`src/rtl/addsub_acc_ctrl.sv`:
```
// Command sequencer and accumulator around an external 4-bit add/subtract datapath.
// Accepts one LOAD/ADD/SUB/CLEAR command at a time and returns a flagged result.
module addsub_acc_ctrl (
  input  logic       clk,
  input  logic       rst,
  input  logic       cmd_valid,
  output logic       cmd_ready,
  input  logic [1:0] cmd_op,
  input  logic [3:0] cmd_data,
  output logic [3:0] as_a,
  output logic [3:0] as_b,
  output logic       as_mode,
  input  logic [3:0] as_sum,
  input  logic       as_cout,
  output logic       res_valid,
  input  logic       res_ready,
  output logic [3:0] res_data,
  output logic       res_cout,
  output logic       res_zero,
  output logic       res_ovf,
  output logic [3:0] acc_out,
  output logic [1:0] dbg_state_o
);

  localparam logic [1:0] IDLE = 2'd0;
  localparam logic [1:0] EXEC = 2'd1;
  localparam logic [1:0] HOLD = 2'd2;

  localparam logic [1:0] OP_LOAD  = 2'b00;
  localparam logic [1:0] OP_ADD   = 2'b01;
  localparam logic [1:0] OP_SUB   = 2'b10;

  // Handshakes: a command transfers on the rising edge where cmd_valid && cmd_ready;
  // a result transfers on the rising edge where res_valid && res_ready.
  logic [1:0] state_q, state_d;
  logic [1:0] op_q;
  logic [3:0] data_q;
  logic [3:0] acc_q;
  logic [3:0] rdata_q;
  logic       rcout_q, rzero_q, rovf_q;
  logic       ovf_d, cout_d;

  always_comb begin
    as_a    = 4'd0;
    as_b    = 4'd0;
    as_mode = 1'b0;
    ovf_d   = 1'b0;
    cout_d  = 1'b0;
    if (state_q == EXEC) begin
      case (op_q)
        OP_ADD: begin
          as_a   = acc_q;
          as_b   = data_q;
          cout_d = as_cout;
          ovf_d  = (acc_q[3] == data_q[3]) && (as_sum[3] != acc_q[3]);
        end
        OP_SUB: begin
          as_a    = acc_q;
          as_b    = data_q;
          as_mode = 1'b1;
          cout_d  = as_cout;
          ovf_d   = (acc_q[3] != data_q[3]) && (as_sum[3] != acc_q[3]);
        end
        OP_LOAD: as_b = data_q;
        default: ;
      endcase
    end
  end

  always_comb begin
    state_d = state_q;
    case (state_q)
      IDLE:    if (cmd_valid) state_d = EXEC;
      EXEC:    state_d = HOLD;
      HOLD:    if (res_ready) state_d = IDLE;
      default: state_d = IDLE;
    endcase
  end

  always_ff @(posedge clk or posedge rst) begin
    if (rst) begin
      state_q <= IDLE;
      op_q    <= 2'd0;
      data_q  <= 4'd0;
      acc_q   <= 4'd0;
      rdata_q <= 4'd0;
      rcout_q <= 1'b0;
      rzero_q <= 1'b0;
      rovf_q  <= 1'b0;
    end else begin
      state_q <= state_d;
      if (state_q == IDLE && cmd_valid) begin
        op_q   <= cmd_op;
        data_q <= cmd_data;
      end
      if (state_q == EXEC) begin
        acc_q   <= as_sum;
        rdata_q <= as_sum;
        rcout_q <= cout_d;
        rzero_q <= (as_sum == 4'd0);
        rovf_q  <= ovf_d;
      end
    end
  end

  // Held low during reset so nothing is accepted while the block is being cleared.
  assign cmd_ready   = (state_q == IDLE) && !rst;
  assign res_valid   = (state_q == HOLD);
  assign res_data    = rdata_q;
  assign res_cout    = rcout_q;
  assign res_zero    = rzero_q;
  assign res_ovf     = rovf_q;
  assign acc_out     = acc_q;
  assign dbg_state_o = state_q;

endmodule

```
`config.mk`:
```
export PLATFORM = sky130hd
export DESIGN_NAME = addsub_acc_ctrl
export DESIGN_NICKNAME = d
export VERILOG_FILES = /design/src/rtl/addsub_acc_ctrl.sv
export SDC_FILE = /design/constraint.sdc
export NUM_CORES = 1
export LEC_CHECK = 0
export CAP_MARGIN = 20
export CORE_UTILIZATION = 30
export DETAILED_ROUTE_END_ITERATION = 8
export DONT_BUFFER_PORTS = 1
export PLACE_DENSITY_LB_ADDON = 0.25
export SLEW_MARGIN = 20
export SYNTH_ARGS = -nofsm -noshare
export SYNTH_HDL_FRONTEND = slang
export SYNTH_SLANG_ARGS = --single-unit
```
`constraint.sdc`:
```
create_clock -name clk -period 2.45 [get_ports clk]
set_clock_uncertainty 0.1 [all_clocks]
set_input_delay 0.49 -clock clk [delete_from_list [all_inputs] [get_ports clk]]
set_output_delay 0.49 -clock clk [all_outputs]
set_load 0.005 [all_outputs]
```
==> reports/results.env, run 1 <==
SHARE_OF_POST_ROUTE_CELLS_WITH_DRIVE_STRENGTH_ABOVE_1=0.222
INTERNAL_POWER_COMPONENT_mW=0.610
MOSTFREQUENTLAYOUTCELLS='sky130_fd_sc_hd__dfrtp_1, sky130_fd_sc_hd__mux2_2, sky130_fd_sc_hd__and2_1'
VDD_DROP_MAX_uV=522
REG2REG_DEPTH=2
SYNTH_FP_NETS=81
CTS_RESIZED=0
P_COMB_FRAC=0.350
TOP_LAYER_USED='met4'
FINAL_AREA_UM2=768
TIGHTEST_SLEW_NS=0.562
FIN_TNS_SETUP_NS=0
FINAL_COMMON_CELL='sky130_fd_sc_hd__dfrtp_1'
WL_PER_CELL_UM=14.9
SETUP.WORST_PATH.START_CLASS='register'
CORE_BOX_AREA_UM2=2280
DELAY_CONTRIBUTED_BY_THE_SLOWEST_STAGE_OF_THE_CRITICAL_PATH_NS=0.35
WORST_MIN_DELAY_PATH_CLASS='primary input to async pin'
POST_DETAILED_ROUTE_COUNT_OF_ANTENNA_VIOLATING_NETS=0
FIN_NETS=81
MET1_LENGTH_UM=534
NUMPORTBUFFERS=0
MAX_SLEW_MARGIN=0.625
SYNTH_CELL_TYPES=18
INITIALDRTVIOLATIONCOUNT=4
FF2FF_SETUP_SLACK_NS=0.98
SYNTH-SEQ-AREA-SHARE=0.502
TOTAL_ROUTING_RESOURCE_UTILIZATION_AFTER_GLOBAL_ROUTING=0.115
PLACEMENTROWS=17
PLACEMENT.CELL_AREA_UM2=742
GR-TOTAL-OVERFLOW=0
TIMING.FINAL.MAX_SLEW_VIOLATIONS=0
YOSYS.AREA.TOP_TYPE_SHARE=0.502
POWER.CLOCK.FRACTION=0.141
WORST_R2R_STARTPOINT='dbg_state_o[0]'
FIN_CRIT_SHARE=0.810
FLOORPLAN.INITIALDENSITY=0.329
DIODE_COUNT=0
CTS_HTREE_LEVELS=1
MAX_CLOCK_FREQ_MHz=504
WL_MM=1.36
GRT_FIRST_PASS_WIRELENGTH_MM=2.10
TOP_LEVEL_PORT_COUNT=39
PLACE.DETAILED.HPWL_MM=1.05
CRITICAL-PATH-TOP-DELAY-FAMILY='simple AND/OR/NAND/NOR gates'
CRITICAL_PATH.CELL_CHAIN='inv_1 -> ha_1 -> nor2_1 -> and2_1'
CLOCK_INSERTION_DELAY_WORST_SKEW_NS=0.27
CRIT_PATH_MAX_FANOUT=5
SYNTHDOMINANTAREACELLTYPE='sky130_fd_sc_hd__dfrtp_1'
ANTENNA_FOUND_INITIAL=0
CTS_ROOT_BUFFER='sky130_fd_sc_hd__clkbuf_4'
FINALWORSTPATHREQUIREDPERIOD_NS=1.99
GRT_START_MAX_NET_PINS=16
CRIT_TYPE='register to primary output'
GRT_PASS1_VIAS=442
ROUTE.DETAILED.DRC=0
CLOCK-SINKS=15
SWITCHING_POWER_mW=0.342
PLACE_CONGESTION=0.580
TIMING.CRITICAL_PATH.SLOWEST_STAGE_CELL='sky130_fd_sc_hd__dfrtp_1'
SYNTHESIS.AREA_PER_INSTANCE_UM2=11.7
WL_MET3_UM=99
AREAGROWTHSYNTHTOFINISH_PCT=2.68
NETLIST_INSTANCES=64
CRIT_ARRIVAL_NS=1.40
NETLIST_TOP_CELLS_AREA='sky130_fd_sc_hd__dfrtp_1, sky130_fd_sc_hd__mux2_2, sky130_fd_sc_hd__and2_1'
RR_ENDPOINT='data_q[2]'
CHIPWIDTH_UM=51.9
FLOORPLAN.DIE_AREA_UM2=2700
REQUIRED_NS=1.86
SETUP_VIOL=0
WORST_SETUP_PATH_STARTPOINT='op_q[0]'
CTS_MADE_BUFFERS=3
TRITONCTS='built'
DIE-HEIGHT_UM=51.9
DETAIL_ROUTE.VIAS_PER_CELL=4.75
CTSLONGESTPATHBUFFERS=2
DRT_PRE_ANTENNA_ITERS=2
MET2_WIRELENGTH_UM=700
POWER.SEQUENTIAL.FRACTION=0.509
HOLDBUFCOUNTCTS=0
CLKTRANSATPATHREGS_NS=0.08
PATH_BUF_INV=1
MAX-CAP-VIOLATIONS=0
GRT_SETUP_UNREPAIRED='false'
HOLD_VIOL=0
POWER_DENSITY_nW_PER_UM2=1240
SWSHARE=0.360
ROUTED-VIA-COUNT=432
RUN_STATUS='complete, no violations'
LEAKAGEPOWER_nW=0.343
SYN-CELL-AREA_UM2=748
SYNTH_SEQ_CELLS=15
YOSYS_WARNS=0
CRIT_PATH_END_KIND='primary output'
CTS.REPAIR_TIMING.SETUP_BUFFER_COUNT=0
[state kept, by name (all words and copies together) (netlist names)]
name,count
data_q,4
res_data,4
dbg_state_o,2
op_q,2
res_cout,1
res_ovf,1
res_zero,1
[stage by stage]
stage / cells / util / setup WS [ns] / hold slack [ns] / power, mW
global placement: 87 / 0.326 / 0.753 / 0.374 / 0.827
finish: 91 / 0.338 / 0.465 / 0.0494 / 0.952
CTS: 91 / 0.338 / 0.419 / 0.0608 / 0.979
floorplan: 64 / - / 0.851 / 0.291 / 0.809
global route: 91 / 0.338 / 0.308 / 0.0815 / 1.04
detailed placement: 87 / 0.326 / 0.739 / 0.375 / 0.834
[worst max path at each step]
stage | slack, ns | endpoint | cells past startpoint
final | 0.46 | as_a[0] | 4
after global routing | 0.31 | as_a[2] | 3
after CTS | 0.42 | as_a[0] | 4
after detailed placement | 0.74 | as_a[0] | 4
after global placement | 0.75 | as_a[3] | 4
after floorplan | 0.85 | as_b[0] | 4
[Yosys cell counts, drive strengths merged]
master   n
mux2     9
nor3b    1
ha       2
inv      4
nand2b   5
nor3     1
buf      5
a22o     1
dfrtp   15
and2     8
nor2     3
or4      1
o21ai    4
nand2    3
xnor2    1
mux2i    1
[worst register-to-register path, delay by kind of cell, from the launching register on]
kind / cells / cell delay, ns
DFF: 1 / 0.48
and+or+nand+nor: 1 / 0.41
muxes: 1 / 0.38
[cells by family after synthesis]
kind of cell             after synthesis  share of synthesized area
AO/OA/AOI/OAI                          5                     0.0385
XOR/XNOR                               1                     0.0117
adder cells (fa/ha/maj)                2                     0.0334
buffers and inverters                  9                     0.0752
flip-flops                            15                      0.502
multiplexers                          10                      0.149
AND/OR/NAND/NOR                       22                      0.191
[power by group through the flow]
stage	clock, mW	combinational (mW)	sequential [mW]
5_1_grt	0.159	0.377	0.506
3_5_place_dp	0	0.339	0.495
3_3_place_gp	0	0.337	0.489
4_1_cts	0.148	0.341	0.490
2_1_floorplan	0	0.354	0.456
6_report	0.134	0.333	0.485
[per-layer routing]
metal / up-vias / track usage
met1: 208 / 0.122
met2: 15 / 0.179
met5: - / 0
li1: 207 / -
met3: 2 / 0.0497
met4: 0 / 0.0811
[cell type report]
class | count | area (µm²)
Tap cell | 28 | 35.0
Multi-Input combinational cell | 40 | 317
Fill cell | 233 | 1510
Sequential cell | 15 | 375
Inverter | 4 | 15.0
Clock buffer | 4 | 26.3
No activity file was read; power rests on OpenSTA's default activity.
==> run 2: changes to the inputs <==
clock period = 1.81 ns   (was 2.45 ns; I/O delays follow)
==> reports/results.env, run 2 (synthesis gave the netlist of run 1 again) <==
SETUP.WORST_PATH.START_CLASS='register'
DRT_PRE_ANTENNA_ITERS=2  # unchanged
WL_PER_CELL_UM=14.1  # -5.5%
DETAIL_ROUTE.VIAS_PER_CELL=4.67  # -1.6%
FIN_TOTAL_PWR_mW=1.39  # +46%
NUMBER_OF_STAGES_ON_THE_WORST_HOLD_PATH=1
TOTAL_ROUTING_RESOURCE_UTILIZATION_AFTER_GLOBAL_ROUTING=0.111  # -0.00370
FIN_WORST_HOLD_SLACK_NS=0.0845  # +0.0351 ns
ANTENNA_FOUND_INITIAL=0  # unchanged
TRITONCTS='built'
RUN_STATUS='complete, no violations'
GRT_PASS1_VIAS=445  # +0.68%
GRT_START_MAX_NET_PINS=16  # unchanged
CTSLONGESTPATHBUFFERS=2  # unchanged
WL_MM=1.32  # -2.4%
FINAL_COMMON_CELL='sky130_fd_sc_hd__dfrtp_1'
TOP_LEVEL_PORT_COUNT=39  # unchanged
POWER.SEQUENTIAL.FRACTION=0.474  # -0.035
CHIPWIDTH_UM=51.9  # unchanged
FIN_NETS=84  # +3.7%
ROUTE.DETAILED.DRC=0  # unchanged
LEAKAGEPOWER_nW=0.356  # +3.7%
P_COMB_FRAC=0.392  # +0.042
PLACE_CONGESTION=0.620  # +7.0%
CLKTRANSATPATHREGS_NS=0.09  # about the same
INITIALDRTVIOLATIONCOUNT=4  # unchanged
POST_DETAILED_ROUTE_COUNT_OF_ANTENNA_VIOLATING_NETS=0  # unchanged
FIN_CRIT_SHARE=0.949
HOLD_VIOL=0  # unchanged
REG2REG_DEPTH=2  # unchanged
WORST_R2R_STARTPOINT='dbg_state_o[0]'
SWITCHING_POWER_mW=0.502  # +47%
GRT_FIRST_PASS_WIRELENGTH_MM=2.05  # -2.3%
SWSHARE=0.361  # +0.000968
WORST_MIN_DELAY_PATH_CLASS='primary input to register'
POWER_DENSITY_nW_PER_UM2=1690  # +37%
FINALWORSTSETUPSLACK_NS=0.0925  # -0.372 ns
FF2FF_SETUP_SLACK_NS=0.33  # -0.65 ns
SETUP_VIOL=0  # unchanged
CRIT_PATH_END_KIND='primary output'
CTS_MADE_BUFFERS=3  # unchanged
POWER.CLOCK.FRACTION=0.134  # -0.007
TIGHTEST_SLEW_NS=0.575  # +0.0134 ns
PRE_CTS_SLACK_NS=0.201  # -0.539 ns
PLACE.DETAILED.HPWL_MM=1.02  # -3.4%
MAX_CLOCK_FREQ_MHz=582
GRT_SETUP_UNREPAIRED='false'
CTS_ROOT_BUFFER='sky130_fd_sc_hd__clkbuf_4'
HOLD_PATH_END='dbg_state_o[1]'
MAX_SLEW_MARGIN=0.616  # -0.00892
CRIT_TYPE='register to primary output'
CRIT_PATH_MAX_FANOUT=5  # unchanged
CRIT_ARRIVAL_NS=1.26  # -0.14 ns
SHARE_OF_POST_ROUTE_CELLS_WITH_DRIVE_STRENGTH_ABOVE_1=0.318  # +0.0960
CLOCK_INSERTION_DELAY_WORST_SKEW_NS=0.28  # about the same
FIN_TNS_SETUP_NS=0  # unchanged
RR_ENDPOINT='data_q[0]'
PLACEMENTROWS=17  # unchanged
CLOCK-SINKS=15  # unchanged
DIODE_COUNT=0  # unchanged
FLOORPLAN.DIE_AREA_UM2=2700  # unchanged
MOSTFREQUENTLAYOUTCELLS='sky130_fd_sc_hd__dfrtp_1, sky130_fd_sc_hd__mux2_2, sky130_fd_sc_hd__and2_1, sky130_fd_sc_hd__nand2b_1, sky130_fd_sc_hd__o21ai_0'
FLOORPLAN.INITIALDENSITY=0.329  # unchanged
STARTPOINT_OF_THE_TIGHTEST_HOLD_CHECK_PATH='res_ready'
CTS_HTREE_LEVELS=1  # unchanged
AREAGROWTHSYNTHTOFINISH_PCT=9.87
GR-TOTAL-OVERFLOW=0  # unchanged
INTERNAL_POWER_COMPONENT_mW=0.891  # +46%
CORE_BOX_AREA_UM2=2280  # unchanged
MAX-CAP-VIOLATIONS=0  # unchanged
REQUIRED_NS=1.35  # -0.51 ns
NUMPORTBUFFERS=0  # unchanged
TIMING.FINAL.MAX_SLEW_VIOLATIONS=0  # unchanged
ROUTED-VIA-COUNT=439  # +1.6%
DIE-HEIGHT_UM=51.9  # unchanged
VDD_DROP_MAX_uV=711  # +36%
FINALWORSTPATHREQUIREDPERIOD_NS=1.72
## run 2: changes by cell type in the layout (fill, tap and decap cells not counted), sizes merged
cell         previous run  this run
buf                     0         2
dlygate4sd3             0         1
## run 2: layer usage
metal | track usage | share of wire
met5 | 0 | 0
met4 | 0.0676 | 0.017
met3 | 0.0585 | 0.089
met2 | 0.165 | 0.46
met1 | 0.124 | 0.43
## run 2: worst max path at each step
| stage | start | end | slack (ns) | cells past startpoint |
|---|---|---|---|---|
| floorplan | dbg_state_o[1] | as_b[0] | 0.34 | 4 |
| global placement | op_q[0] | as_a[3] | 0.25 | 4 |
| CTS | op_q[0] | as_a[0] | 0.009 | 4 |
| finish | op_q[0] | as_a[3] | 0.09 | 4 |
| global route | op_q[0] | as_a[2] | 0.03 | 4 |
| detailed placement | op_q[0] | as_a[0] | 0.20 | 4 |
## run 2: cell type report
type	instances	area (µm²)
Inverter	4	15.0
Fill cell	222	1450
Multi-Input combinational cell	40	344
Sequential cell	15	377
Tap cell	28	35.0
Clock buffer	4	26.3
Timing Repair Buffer	3	25.0
## run 2: worst max-delay path, stage by stage (launching register included)
cell and delay, ns:
sky130_fd_sc_hd__dfrtp_1 0.40, sky130_fd_sc_hd__inv_2 0.08, sky130_fd_sc_hd__ha_4 0.21, sky130_fd_sc_hd__nor2_4 0.14, sky130_fd_sc_hd__and2_1 0.16
## run 2: power groups by stage
stage          registers, mW  logic, mW  clock network, mW
2_1_floorplan          0.617      0.479                  0
3_3_place_gp           0.656      0.467                  0
3_5_place_dp           0.665      0.468                  0
4_1_cts                0.657      0.505              0.200
5_1_grt                0.692      0.611              0.211
6_report               0.660      0.546              0.187
## run 2: through the flow
stage               std cells  instance area [µm²]   util
CTS                        93                  796  0.350
floorplan                  64                  748      -
finish                     94                  822  0.361
global placement           88                  749  0.329
detailed placement         88                  749  0.329
global route               94                  822  0.361
## run 2: what timing repair did
| action | in CTS | in global routing |
|---|---|---|
| endpoints found under the setup margin | 5 | 8 |
| hold buffers | 1 | 0 |
| buffers inserted | 0 | 1 |
| endpoints found under the hold margin | 15 | 0 |
| gates resized for setup | 3 | 4 |
| pin swaps | 1 | 1 |
==> run 3: changes to the inputs <==
CORE_MARGIN = 4   (was not set)
==> reports/results.env, run 3 (synthesis gave the netlist of run 1 again) <==
FF2FF_SETUP_SLACK_NS=0.34  # about the same
FINAL_COMMON_CELL='sky130_fd_sc_hd__dfrtp_1'
FIN_CRIT_SHARE=0.965  # +0.0157
INITIALDRTVIOLATIONCOUNT=13  # +9
ROUTE.DETAILED.DRC=0  # unchanged
PLACE.DETAILED.HPWL_MM=1.21  # +19%
SETUP_VIOL=0  # unchanged
DETAIL_ROUTE.VIAS_PER_CELL=4.90  # +5.0%
PLACE_CONGESTION=0.675  # +8.9%
NUM-FILL-CELLS=237  # +6.8%
DIE-HEIGHT_UM=57.9  # +12%
CTS_HTREE_LEVELS=1  # unchanged
TOTAL_ROUTING_RESOURCE_UTILIZATION_AFTER_GLOBAL_ROUTING=0.0982  # -0.0127
CRIT_ARRIVAL_NS=1.28  # +0.02 ns
VDD_DROP_MAX_uV=719  # +1.1%
WORST_MIN_DELAY_PATH_CLASS='primary input to register'
WL_MM=1.55  # +17%
MAX_CLOCK_FREQ_MHz=573  # -1.6%
FLOORPLAN.DIE_AREA_UM2=3360  # +24%
DRT_PRE_ANTENNA_ITERS=2  # unchanged
CLOCK-SINKS=15  # unchanged
FLOORPLAN.INITIALDENSITY=0.326  # -0.00304
NUMBER_OF_STAGES_ON_THE_WORST_HOLD_PATH=1  # unchanged
WORST_R2R_STARTPOINT='dbg_state_o[0]'
SETUP.WORST_PATH.START_CLASS='register'
FINALWORSTPATHREQUIREDPERIOD_NS=1.75  # +0.0284 ns
GRT_PASS1_VIAS=487  # +9.4%
CORE_BOX_AREA_UM2=2300  # +0.93%
GRT_SETUP_UNREPAIRED='false'
ROUTED-VIA-COUNT=461  # +5.0%
PLACEMENT.CELL_AREA_UM2=749  # unchanged
TOP_LEVEL_PORT_COUNT=39  # unchanged
REQUIRED_NS=1.35  # about the same
CTSLONGESTPATHBUFFERS=2  # unchanged
CLOCK_INSERTION_DELAY_WORST_SKEW_NS=0.28  # about the same
NUMPORTBUFFERS=0  # unchanged
FINALWORSTSETUPSLACK_NS=0.0641  # -0.0284 ns
CRIT_PATH_MAX_FANOUT=5  # unchanged
CRIT_PATH_END_KIND='primary output'
POST_DETAILED_ROUTE_COUNT_OF_ANTENNA_VIOLATING_NETS=0  # unchanged
STARTPOINT_OF_THE_TIGHTEST_HOLD_CHECK_PATH='res_ready'
POWER_DENSITY_nW_PER_UM2=1730  # +1.9%
DIODE_COUNT=0  # unchanged
FIN_NETS=84  # unchanged
SHARE_OF_POST_ROUTE_CELLS_WITH_DRIVE_STRENGTH_ABOVE_1=0.364  # +0.0455
MAX_SLEW_MARGIN=0.599  # -0.0171
AREAGROWTHSYNTHTOFINISH_PCT=10.7
PLACEMENTROWS=17  # unchanged
FIN_TNS_SETUP_NS=0  # unchanged
CTS_ROOT_BUFFER='sky130_fd_sc_hd__clkbuf_4'
PRE_CTS_SLACK_NS=0.197  # -0.00381 ns
RUN_STATUS='complete, no violations'
GRT_FIRST_PASS_WIRELENGTH_MM=2.39  # +16%
GRT_START_MAX_NET_PINS=16  # unchanged
REG2REG_DEPTH=2  # unchanged
FINAL_AREA_UM2=828  # +0.76%
HOLD_PATH_END='dbg_state_o[1]'
FIN_TOTAL_PWR_mW=1.43  # +2.7%
MAX-CAP-VIOLATIONS=0  # unchanged
TIGHTEST_SLEW_NS=0.601  # +0.0256 ns
HOLD_VIOL=0  # unchanged
CLKTRANSATPATHREGS_NS=0.08  # about the same
GR-TOTAL-OVERFLOW=0  # unchanged
CHIPWIDTH_UM=57.9  # +12%
LEAKAGEPOWER_nW=0.357  # +0.26%
WL_PER_CELL_UM=16.4  # +17%
MOSTFREQUENTLAYOUTCELLS='sky130_fd_sc_hd__dfrtp_1, sky130_fd_sc_hd__mux2_2, sky130_fd_sc_hd__and2_1, sky130_fd_sc_hd__nand2b_1, sky130_fd_sc_hd__o21ai_0'
ANTENNA_FOUND_INITIAL=0  # unchanged
CTS_MADE_BUFFERS=3  # unchanged
TRITONCTS='built'
RR_ENDPOINT='data_q[0]'
CRIT_TYPE='register to primary output'
TIMING.FINAL.MAX_SLEW_VIOLATIONS=0  # unchanged
-- run 3: cell count changes in the layout (fill, tap and decap cells not counted) --
| cell | before | now |
|---|---|---|
| sky130_fd_sc_hd__dfrtp_1 | 14 | 13 |
| sky130_fd_sc_hd__and2_4 | 0 | 2 |
| sky130_fd_sc_hd__and2_1 | 8 | 6 |
| sky130_fd_sc_hd__dfrtp_2 | 1 | 2 |
-- run 3: how the worst max path moves through the flow --
stage / start / cells past startpoint / slack, ns / endpoint
detailed placement: op_q[0] / 4 / 0.20 / as_a[0]
global route: op_q[0] / 4 / 0.0005 / as_a[1]
finish: op_q[1] / 3 / 0.06 / as_a[0]
CTS: dbg_state_o[1] / 3 / 0.003 / as_b[3]
floorplan: dbg_state_o[1] / 4 / 0.34 / as_b[0]
global placement: op_q[0] / 4 / 0.23 / as_a[0]
-- run 3: worst max-delay path, stage by stage (launching register included) --
cell and delay (ns):
sky130_fd_sc_hd__dfrtp_1 0.43, sky130_fd_sc_hd__ha_4 0.27, sky130_fd_sc_hd__nor2_4 0.14, sky130_fd_sc_hd__and2_4 0.16
-- run 3: through the flow --
step | std cells | utilization | hold slack, ns
2_1_floorplan | 64 | - | 0.163
6_report | 94 | 0.361 | 0.0846
4_1_cts | 93 | 0.352 | 0.0795
3_3_place_gp | 88 | 0.326 | 0.255
3_5_place_dp | 88 | 0.326 | 0.249
5_1_grt | 94 | 0.361 | 0.0855
-- run 3: what timing repair did --
item | 4_1_cts | 5_1_grt
pin swaps | 1 | 2
hold buffers | 1 | 0
cloned | 0 | 0
hold endpoints to repair | 15 | 0
gates resized for setup | 4 | 6
setup endpoints to repair | 8 | 8
buffers inserted | 0 | 1
-- run 3: area by class of cell --
type / count / area (µm²) / area share
Tap cell: 28 / 35.0 / 0.0423
Inverter: 4 / 15.0 / 0.0181
Clock buffer: 4 / 26.3 / 0.0317
Timing Repair Buffer: 3 / 25.0 / 0.0302
Multi-Input combinational cell: 40 / 349 / 0.421
Sequential cell: 15 / 378 / 0.456
-- run 3: power by group --
group	internal, mW	leakage, nW	switching, mW
Combinational	0.325	0.162	0.250
Sequential	0.495	0.180	0.173
Clock	0.0856	0.0150	0.103
Total	0.905	0.357	0.525
-- run 3: per-layer routing --
layer / track usage / share of wire / vias to the layer above
li1: - / - / 210
met1: 0.105 / 0.39 / 218
met2: 0.153 / 0.47 / 29
met3: 0.0646 / 0.13 / 4
met4: 0.0397 / 0.014 / 0
met5: 0 / 0 / -
